<file path="src/rtl/dram_loader_if.sv">
// -----------------------------------------------------------------------------
// dram_loader_if
//   Bus bundle for the read-side DMA stage (dram_loader). It carries the
//   state_control handshake, the DRAM read port, the data-memory write port
//   and the status outputs.
//
//   Handshake semantics:
//   - rd_en/rd_done is a level handshake. rd_en is raised to start a transfer.
//     rd_done stays high until rd_en falls.
//   - mem_req/mem_ack is a request/acknowledge pair. mem_req and mem_addr are
//     held stable until mem_ack is seen. A word moves in the cycle where both
//     mem_req and mem_ack are high, and mem_rdata is valid in that cycle only.
//     mem_ack while mem_req is low carries no meaning.
//   - dmem_we is a one-cycle write strobe. There is no back-pressure.
//
//   Modports:
//     master : the loader (drives rd_done, mem_*, dmem_*, busy, checksum)
//     slave  : the environment (drives rd_en, mem_ack, mem_rdata)
//   state_dbg exposes the loader FSM state for observation only.
// -----------------------------------------------------------------------------
interface dram_loader_if #(
    parameter int ADDR_W = 16,
    parameter int DATA_W = 8
);
    logic              rd_en;
    logic              rd_done;
    logic              mem_req;
    logic [ADDR_W-1:0] mem_addr;
    logic              mem_ack;
    logic [DATA_W-1:0] mem_rdata;
    logic              dmem_we;
    logic [ADDR_W-1:0] dmem_addr;
    logic [DATA_W-1:0] dmem_wdata;
    logic              busy;
    logic [15:0]       checksum;
    logic [1:0]        state_dbg;

    modport master (
        input  rd_en, mem_ack, mem_rdata,
        output rd_done, mem_req, mem_addr, dmem_we, dmem_addr, dmem_wdata,
               busy, checksum, state_dbg
    );

    modport slave (
        output rd_en, mem_ack, mem_rdata,
        input  rd_done, mem_req, mem_addr, dmem_we, dmem_addr, dmem_wdata,
               busy, checksum, state_dbg
    );
endinterface

</file>
<file path="src/rtl/dram_loader.sv">
// -----------------------------------------------------------------------------
// dram_loader
//   Read-side DMA stage. When rd_en rises it copies IMG_WORDS words from DRAM
//   (starting at DRAM_BASE) into data memory (starting at DMEM_BASE). Only one
//   read request is outstanding at a time. At the end it raises rd_done and
//   holds it until rd_en drops.
//
//   Ports:
//     clk   : system clock, rising edge
//     reset : asynchronous, active-high reset
//     bus   : dram_loader_if.master (rd_en/rd_done, mem_req/mem_addr/mem_ack/
//             mem_rdata, dmem_we/dmem_addr/dmem_wdata, busy, checksum,
//             state_dbg)
//
//   Optional feature (macro DRAM_LOADER_CHECKSUM_EN):
//     When the macro is defined, checksum is a running 16-bit sum of the words
//     written during the current transfer. It is cleared on start and held
//     after completion. When the macro is undefined, checksum is tied to 0.
//
//   Every output is decoded from registered state. Nothing in the output
//   logic depends on the current value of an input.
// -----------------------------------------------------------------------------
module dram_loader #(
    parameter int                ADDR_W    = 16,
    parameter int                DATA_W    = 8,
    parameter int unsigned       IMG_WORDS = 65536,
    parameter logic [ADDR_W-1:0] DRAM_BASE = '0,
    parameter logic [ADDR_W-1:0] DMEM_BASE = '0
) (
    input  logic          clk,
    input  logic          reset,
    dram_loader_if.master bus
);
    // The counter has one spare bit so that IMG_WORDS = 2^ADDR_W is legal.
    localparam int               CNT_W = ADDR_W + 1;
    localparam logic [CNT_W-1:0] LAST  = CNT_W'(IMG_WORDS - 1);

    typedef enum logic [1:0] {
        IDLE  = 2'd0,
        REQ   = 2'd1,
        WRITE = 2'd2,
        DONE  = 2'd3
    } state_t;

    state_t            state, state_nxt;
    logic [CNT_W-1:0]  cnt, cnt_nxt;
    logic [DATA_W-1:0] data_q, data_nxt;

    always_ff @(posedge clk or posedge reset) begin
        if (reset) begin
            state  <= IDLE;
            cnt    <= '0;
            data_q <= '0;
        end else begin
            state  <= state_nxt;
            cnt    <= cnt_nxt;
            data_q <= data_nxt;
        end
    end

    always_comb begin
        state_nxt = state;
        cnt_nxt   = cnt;
        data_nxt  = data_q;
        case (state)
            IDLE: begin
                if (bus.rd_en) begin
                    cnt_nxt   = '0;
                    state_nxt = REQ;
                end
            end
            REQ: begin
                // The data is captured only on the ack cycle. Later changes
                // on mem_rdata cannot reach dmem_wdata.
                if (bus.mem_ack) begin
                    data_nxt  = bus.mem_rdata;
                    state_nxt = WRITE;
                end
            end
            WRITE: begin
                if (cnt == LAST) begin
                    state_nxt = DONE;
                end else begin
                    cnt_nxt   = cnt + CNT_W'(1);
                    state_nxt = REQ;
                end
            end
            DONE: begin
                // While rd_en stays high, the loader waits here. It does not
                // restart until rd_en has dropped and risen again.
                if (!bus.rd_en) state_nxt = IDLE;
            end
            default: state_nxt = IDLE;
        endcase
    end

    // Addresses wrap modulo 2^ADDR_W. The low ADDR_W counter bits are enough
    // because cnt never exceeds IMG_WORDS-1.
    assign bus.mem_req    = (state == REQ);
    assign bus.mem_addr   = (state == REQ)   ? DRAM_BASE + cnt[ADDR_W-1:0] : '0;
    assign bus.dmem_we    = (state == WRITE);
    assign bus.dmem_addr  = (state == WRITE) ? DMEM_BASE + cnt[ADDR_W-1:0] : '0;
    assign bus.dmem_wdata = (state == WRITE) ? data_q : '0;
    assign bus.busy       = (state == REQ) || (state == WRITE);
    assign bus.rd_done    = (state == DONE);
    assign bus.state_dbg  = state;

`ifdef DRAM_LOADER_CHECKSUM_EN
    logic [15:0] sum_q;

    always_ff @(posedge clk or posedge reset) begin
        if (reset) begin
            sum_q <= '0;
        end else if (state == IDLE && bus.rd_en) begin
            sum_q <= '0;
        end else if (state == WRITE) begin
            sum_q <= sum_q + 16'(data_q);
        end
    end

    assign bus.checksum = sum_q;
`else
    assign bus.checksum = 16'h0000;
`endif
endmodule

</file>
<file path="src/flat_wrapper.sv">
// flat-port wrapper written by rule: the top's interface ports become plain ports
module dram_loader_flat 
#(
    parameter int                ADDR_W    = 16,
    parameter int                DATA_W    = 8,
    parameter int unsigned       IMG_WORDS = 65536,
    parameter logic [ADDR_W-1:0] DRAM_BASE = '0,
    parameter logic [ADDR_W-1:0] DMEM_BASE = '0
)
  (clk, reset, bus_rd_en, bus_mem_ack, bus_mem_rdata, bus_rd_done, bus_mem_req, bus_mem_addr, bus_dmem_we, bus_dmem_addr, bus_dmem_wdata, bus_busy, bus_checksum, bus_state_dbg);
  dram_loader_if #(.ADDR_W(ADDR_W), .DATA_W(DATA_W)) bus_i ();
  input  logic clk;
  input  logic reset;
  input wire logic [$bits(bus_i.rd_en)-1:0] bus_rd_en;
  input wire logic [$bits(bus_i.mem_ack)-1:0] bus_mem_ack;
  input wire logic [$bits(bus_i.mem_rdata)-1:0] bus_mem_rdata;
  output wire logic [$bits(bus_i.rd_done)-1:0] bus_rd_done;
  output wire logic [$bits(bus_i.mem_req)-1:0] bus_mem_req;
  output wire logic [$bits(bus_i.mem_addr)-1:0] bus_mem_addr;
  output wire logic [$bits(bus_i.dmem_we)-1:0] bus_dmem_we;
  output wire logic [$bits(bus_i.dmem_addr)-1:0] bus_dmem_addr;
  output wire logic [$bits(bus_i.dmem_wdata)-1:0] bus_dmem_wdata;
  output wire logic [$bits(bus_i.busy)-1:0] bus_busy;
  output wire logic [$bits(bus_i.checksum)-1:0] bus_checksum;
  output wire logic [$bits(bus_i.state_dbg)-1:0] bus_state_dbg;
  assign bus_i.rd_en = bus_rd_en;
  assign bus_i.mem_ack = bus_mem_ack;
  assign bus_i.mem_rdata = bus_mem_rdata;
  assign bus_rd_done = bus_i.rd_done;
  assign bus_mem_req = bus_i.mem_req;
  assign bus_mem_addr = bus_i.mem_addr;
  assign bus_dmem_we = bus_i.dmem_we;
  assign bus_dmem_addr = bus_i.dmem_addr;
  assign bus_dmem_wdata = bus_i.dmem_wdata;
  assign bus_busy = bus_i.busy;
  assign bus_checksum = bus_i.checksum;
  assign bus_state_dbg = bus_i.state_dbg;
  dram_loader #(.ADDR_W(ADDR_W), .DATA_W(DATA_W), .IMG_WORDS(IMG_WORDS), .DRAM_BASE(DRAM_BASE), .DMEM_BASE(DMEM_BASE)) u_core (.clk(clk), .reset(reset), .bus(bus_i));
endmodule
</file>
<file path="config.mk">
export PLATFORM = sky130hd
export DESIGN_NAME = dram_loader_flat
export DESIGN_NICKNAME = d
export VERILOG_FILES = /design/src/rtl/dram_loader_if.sv /design/src/rtl/dram_loader.sv /design/src/flat_wrapper.sv
export SDC_FILE = /design/constraint.sdc
export NUM_CORES = 1
export LEC_CHECK = 0
export ABC_AREA = 1
export CAP_MARGIN = 20
export CORE_ASPECT_RATIO = 0.7
export CORE_MARGIN = 5
export CORE_UTILIZATION = 44
export CTS_CLUSTER_DIAMETER = 50
export CTS_CLUSTER_SIZE = 8
export DETAILED_ROUTE_END_ITERATION = 7
export PLACE_DENSITY = 0.8
export SLEW_MARGIN = 20
export SYNTH_ARGS = -nofsm -noshare
export SYNTH_HDL_FRONTEND = slang
export SYNTH_SLANG_ARGS = --single-unit
</file>
<file path="constraint.sdc">
create_clock -name clk -period 2.4 [get_ports clk]
set_clock_uncertainty 0.05 [all_clocks]
set_input_delay 0.48 -clock clk [delete_from_list [all_inputs] [get_ports clk]]
set_output_delay 0.48 -clock clk [all_outputs]
set_load 0.01 [all_outputs]
</file>
==> results of run 1 <==
==> synth_stat cells (4+ instances only) <==
library cell  number  area share [%]
inv_1             59              12
nor2_1            32             6.3
ha_1               7             4.6
nand4_1            4             1.3
a21oi_1           11             2.9
buf_4             16             6.3
nand3_1           13             3.4
dfrtp_1           27              35
nand2_1           83              16
nor2_2             5             1.6
buf_2              4             1.0
mux2_2             8             4.7
==> routing by layer <==
layer	vias up	wire (µm)
met2	77	2110
met5	-	0
li1	946	-
met4	0	40
met1	798	2100
met3	4	566
==> state kept, by name, summed over array words and instances, names as in the netlist <==
| signal | cells |
|---|---|
| u_core.bus.state_dbg | 2 |
| u_core.data_q | 8 |
| u_core.cnt | 17 |
==> worst max-delay path by stage <==
stage	end	from	cells past startpoint	slack [ns]
2_1_floorplan	bus_mem_addr[10]	u_core.bus.state_dbg[1]	6	0.49
3_3_place_gp	bus_dmem_addr[1]	u_core.bus.state_dbg[0]	6	0.24
3_5_place_dp	bus_dmem_addr[9]	u_core.bus.state_dbg[0]	6	0.21
4_1_cts	bus_mem_addr[15]	u_core.bus.state_dbg[1]	6	0.002
5_1_grt	bus_dmem_addr[13]	u_core.bus.state_dbg[0]	6	-0.004
6_report	bus_dmem_addr[4]	u_core.bus.state_dbg[0]	6	0.1
==> layout make-up <==
cell class | instances | area (µm²) | share of cell area, %
multi-input combinational | 189 | 930 | 34.8
tap | 55 | 68.8 | 2.57
clock buffer | 4 | 45.0 | 1.68
timing repair buffer | 70 | 726 | 27.1
inverter | 61 | 229 | 8.56
sequential | 27 | 677 | 25.3
==> power by group through the flow <==
stage          Sequential (mW)  Combinational (mW)  Clock [mW]
2_1_floorplan            0.640               0.651           0
3_3_place_gp             0.645                1.00           0
3_5_place_dp             0.654                1.02           0
4_1_cts                  0.644                1.08       0.273
5_1_grt                  0.661                1.25       0.292
6_report                 0.648                1.13       0.267
==> worst register-to-register path, stage by stage, from the launching register on <==
cell and delay [ns]:
dfrtp_1 0.45, ha_1 0.23, nand2_1 0.09, nor2_2 0.16
nand4_1 0.10, nor3b_1 0.20, ha_1 0.18, nand2_1 0.09
nand3_2 0.19, nor2_1 0.11, a21oi_1 0.15, nor2_1 0.07
==> cell families (layout without fill, tap and decap cells) <==
group           Yosys count  in the layout  synth area share, %
buf+inv                  85            135                 20.0
flops                    27             27                 35.2
compound gates           16             16                 4.37
mux                       8              8                 4.70
simple gates            142            142                 30.9
fa+ha+maj                 7              7                 4.57
other cells               1             16                0.196
==> timing repair <==
action / in CTS / in global routing
resized for setup: 7 / 22
cloned: 1 / 0
pin swaps: 0 / 0
setup endpoints to repair: 31 / 38
buffers inserted: 2 / 2
==> run metrics, run 1 <==
die width=88.9 µm; # DRC=0; Final setup viols=0; final hold violation count=0; Core ar.=between 4000 and 5000 µm²; IO Port Bufs=57; Leakage=1.79 nW; vias per inst=between 4 and 5; routability cong.=between 0.9 and 1; setup tns final=0 ns; via count=roughly 1800; H-tree levels=1; grt ovf=0; Period minus WS final=2.30 ns; slowest stage delay, CP=between 0.5 and 0.6 ns; Cell Int Power=roughly 1.2 mW; Crit. End Element=output port; Synth Flop Type=dfrtp_1; Worst setup SP type=register; hold_buf cts=0; Post-Syn Area=around 1900 µm²; largest net degree at the start of global routing=28; DRT Pass-1 Iters=4; fin nets=~370; Final Cell Area=2680 µm²; syn avg cell area=approximately 6.7 µm²; CP cell instances=inv_2 > ha_4 > buf_4 > nand2_1 > inv_1 > clkdlybuf4s50_1; critical setup path kind=register to output port; Yosys cell types=24; TritonCTS buffer count=3; met2 Use GR=25.9%; status=finished clean; most frequent cells in the layout=nand2_1, inv_1, clkdlybuf4s50_1; overall routing resource usage=16.6%; Comb pwr share=between 50% and 60%; clk buf depth=2; met3 Use GR=between 6 and 7%; Hold Crit Start=u_core.data_q[4]; Net Sw Frac=41.2%; switching power total=about 0.84 mW; Clk pwr share=a little over an eighth; GR peak layer=met2; CP delay by family, top=buffers and inverters; CTS Sinks=27; PwrDens=~760 nW/µm²; flops & latches, synth=27; crit path max fanout=10; first-pass GRT wire length=between 7 and 8 mm; worst skew pair latency=0.27 ns; DIE AREA=a little under 6000 µm²; Syn Inst Count=approximately 290; placed instance count=a little under 400; Synth Warn #=0; Seq/Total Area, Yosys=roughly a third; PnR worst setup slack=a little under 0.1 ns; vias in the first global route=about 1700; Critical Path AT=around 1.8 ns; initial antenna violation count=0; Max IR drop VDD=0.753 mV; number of I/O pins=74; met1 Usage GRT=about 22%; final design utilization=between 60% and 70%; clock slew at reported path FFs=around 0.090 ns; WP data required=~1.9 ns; Die Y=65.2 µm; Final Max Slew Viols=0; synth-to-layout area growth=39.5%; average wire per standard cell=around 12 µm; R2R cell count=11; Finished Layout Cells=around 410; setup slack, reg-to-reg=between 0.2 and 0.25 ns; slowest CP cell=clkdlybuf4s50_1; share of cells above drive strength 1=between 10% and 20%; hpwl dp=around 3.6 mm; CTS tree=done; Async SR Flop Fraction=100%; ANT nets after route=0; fmax=434 MHz; worst min path class=register to register; Final Cycle Share=a little over nine tenths; number of synthesized flops with an enable pin=0; Pwr Total=2.05 mW; Hold Crit Endpoint=u_core.data_q[4]; Max Cap Viol=0; hold depth=1; DR iter-0 viols=115; commonest non-fill, non-tap cell in the layout=nand2_1; Core Rows=20; RR Endpoint=u_core.cnt[12]; placed cell area=2520 µm²; Place WS=about 0.21 ns; WHS=roughly 0.47 ns; WL final=about 4.8 mm; sequential power share=about a third; fillers=between 300 and 400; number of antenna diodes=0; CTS root buf=clkbuf_8; Buf/Inv on CP=4; r2r startpoint=u_core.cnt[1]; starting density of the core=roughly 45%
No activity file was read; power rests on OpenSTA's default activity.
==> run 2, diff against run 1 <==
GPL_TIMING_DRIVEN = 0   (was not set)
MAX_ROUTING_LAYER = met4   (was not set)
SLEW_MARGIN = 15   (was 20)
==> run metrics, run 2 (synthesis results as in run 1) <==
status=finished clean (unchanged); initial antenna violation count=0 (unchanged); fin nets=391 (was 371); H-tree levels=1 (unchanged); CTS tree=done (unchanged); synth-to-layout area growth=49.1% (was 39.5%); Worst setup SP type=register (unchanged); Leakage=2.11 nW (was 1.79 nW); critical setup path kind=register to output port (unchanged); setup slack, reg-to-reg=0.16 ns (was 0.23 ns); grt ovf=0 (unchanged); Largest register FFs=17 (unchanged); average wire per standard cell=11.7 µm (was 11.9 µm); Pwr Total=2.13 mW (was 2.05 mW); Crit. End Element=output port (unchanged); Final setup viols=0 (unchanged); Final Max Slew Viols=0 (unchanged); IO Port Bufs=57 (unchanged); worst min path class=input port to asynchronous set/reset pin (was register to register); Cell Int Power=1.26 mW (was 1.20 mW); CTS Sinks=27 (unchanged); ANT nets after route=0 (unchanged); number of I/O pins=74 (unchanged); r2r startpoint=u_core.cnt[0] (was u_core.cnt[1]); WP data required=1.87 ns (about the same); Clk pwr share=12.5% (was 13.1%); clock slew at reported path FFs=0.10 ns (was 0.09 ns); largest net degree at the start of global routing=28 (unchanged); starting density of the core=44.8% (unchanged); crit path max fanout=10 (unchanged); hpwl dp=3.66 mm (was 3.58 mm); DIE AREA=5800 µm² (unchanged); switching power total=0.873 mW (was 0.843 mW); RSZ-0062 raised after global routing=yes; sequential power share=30.2% (was 31.7%); Final Cycle Share=96.3% (was 96.0%); vias per inst=4.47 (was 4.50); DR iter-0 viols=86 (was 115); hold_buf cts=0 (unchanged); Critical Path AT=1.78 ns (was 1.77 ns); fmax=433 MHz (was 434 MHz); clk buf depth=2 (unchanged); Comb pwr share=57.2% (was 55.3%); DRT Pass-1 Iters=4 (unchanged); Core Rows=20 (unchanged); RR Endpoint=u_core.cnt[10] (was u_core.cnt[12]); Net Sw Frac=40.9% (was 41.2%); WL final=4.97 mm (was 4.82 mm); commonest non-fill, non-tap cell in the layout=nand2_1 (unchanged); via count=1905 (was 1825); most frequent cells in the layout=nand2_1, inv_1, nor2_1 (was nand2_1, inv_1, clkdlybuf4s50_1); Max IR drop VDD=0.674 mV (was 0.753 mV); # DRC=0 (unchanged); final hold violation count=0 (unchanged); die width=88.9 µm (unchanged); routability cong.=0.896 (was 0.912); Die Y=65.2 µm (unchanged); Period minus WS final=2.31 ns (was 2.30 ns); Core ar.=4280 µm² (unchanged); vias in the first global route=1825 (was 1653); CTS root buf=clkbuf_8 (unchanged); Biggest register=u_core.cnt (unchanged); TritonCTS buffer count=3 (unchanged); setup tns final=0 ns (unchanged); Max Cap Viol=0 (unchanged); PwrDens=746 nW/µm² (was 765 nW/µm²); final design utilization=66.8% (was 62.5%); overall routing resource usage=18.2% (was 16.6%); R2R cell count=13 (was 11); worst skew pair latency=0.28 ns (was 0.27 ns); share of cells above drive strength 1=16.4% (was 11.1%); number of antenna diodes=0 (unchanged); first-pass GRT wire length=8.20 mm (was 7.59 mm)
run 2: layer usage:
metal | GRT usage (%) | vias to the layer above | share of wire [%]
li1 | - | 988 | -
met1 | 23.4 | 828 | 41
met2 | 29.6 | 85 | 47
met3 | 5.51 | 4 | 12
met4 | 1.51 | 0 | 0.70
met5 | - | - | 0
run 2: final cells by class:
cell class,count,area (µm²)
fillers,391,1420
multi-input cells,189,935
repair buffers,66,707
flip-flops and latches,27,677
inverters,61,229
plain buffers,24,196
well taps,55,68.8
clock buffers,3,41.3
clock inverters,1,5.00
run 2: power groups by stage:
stage,Clock (mW),Combinational [mW],Sequential [mW]
floorplan,0,0.651,0.640
global placement,0,1.00,0.647
detailed placement,0,1.03,0.655
CTS,0.274,1.15,0.640
global route,0.295,1.35,0.661
finish,0.267,1.22,0.645
run 2: worst max-delay path, stage by stage (launching register included):
cell             delay (ns)
dfrtp_1                0.41
buf_4                  0.16
ha_4                   0.17
buf_6                  0.14
nand2_1                0.05
inv_1                  0.04
clkdlybuf4s50_1        0.53
run 2: how the worst max path moves through the flow:
stage,cells past startpoint,from,slack (ns),endpoint
2_1_floorplan,6,u_core.bus.state_dbg[1],0.49,bus_mem_addr[10]
3_3_place_gp,7,u_core.bus.state_dbg[1],-0.11,bus_mem_addr[11]
3_5_place_dp,7,u_core.bus.state_dbg[1],-0.15,bus_mem_addr[13]
4_1_cts,6,u_core.bus.state_dbg[0],-0.02,bus_dmem_addr[8]
5_1_grt,13,u_core.cnt[0],-0.01,u_core.cnt[10]
6_report,6,u_core.bus.state_dbg[1],0.09,bus_dmem_wdata[5]
run 2: metrics by stage:
| stage | worst slack [ns] | instances | area (µm²) | hold slack (ns) |
|---|---|---|---|---|
| after floorplan | 0.486 | 301 | 1970 | 0.430 |
| after global placement | -0.105 | 413 | 2610 | 0.438 |
| after detailed placement | -0.154 | 413 | 2610 | 0.444 |
| after CTS | -0.0199 | 420 | 2720 | 0.467 |
| after global routing | -0.0137 | 426 | 2860 | 0.369 |
| final | 0.0893 | 426 | 2860 | 0.371 |
run 2: timing repair:
action / in CTS / in global routing
setup endpoints to repair: 40 / 39
gates cloned: 0 / 0
gates resized for setup: 27 / 33
buffers inserted: 3 / 5
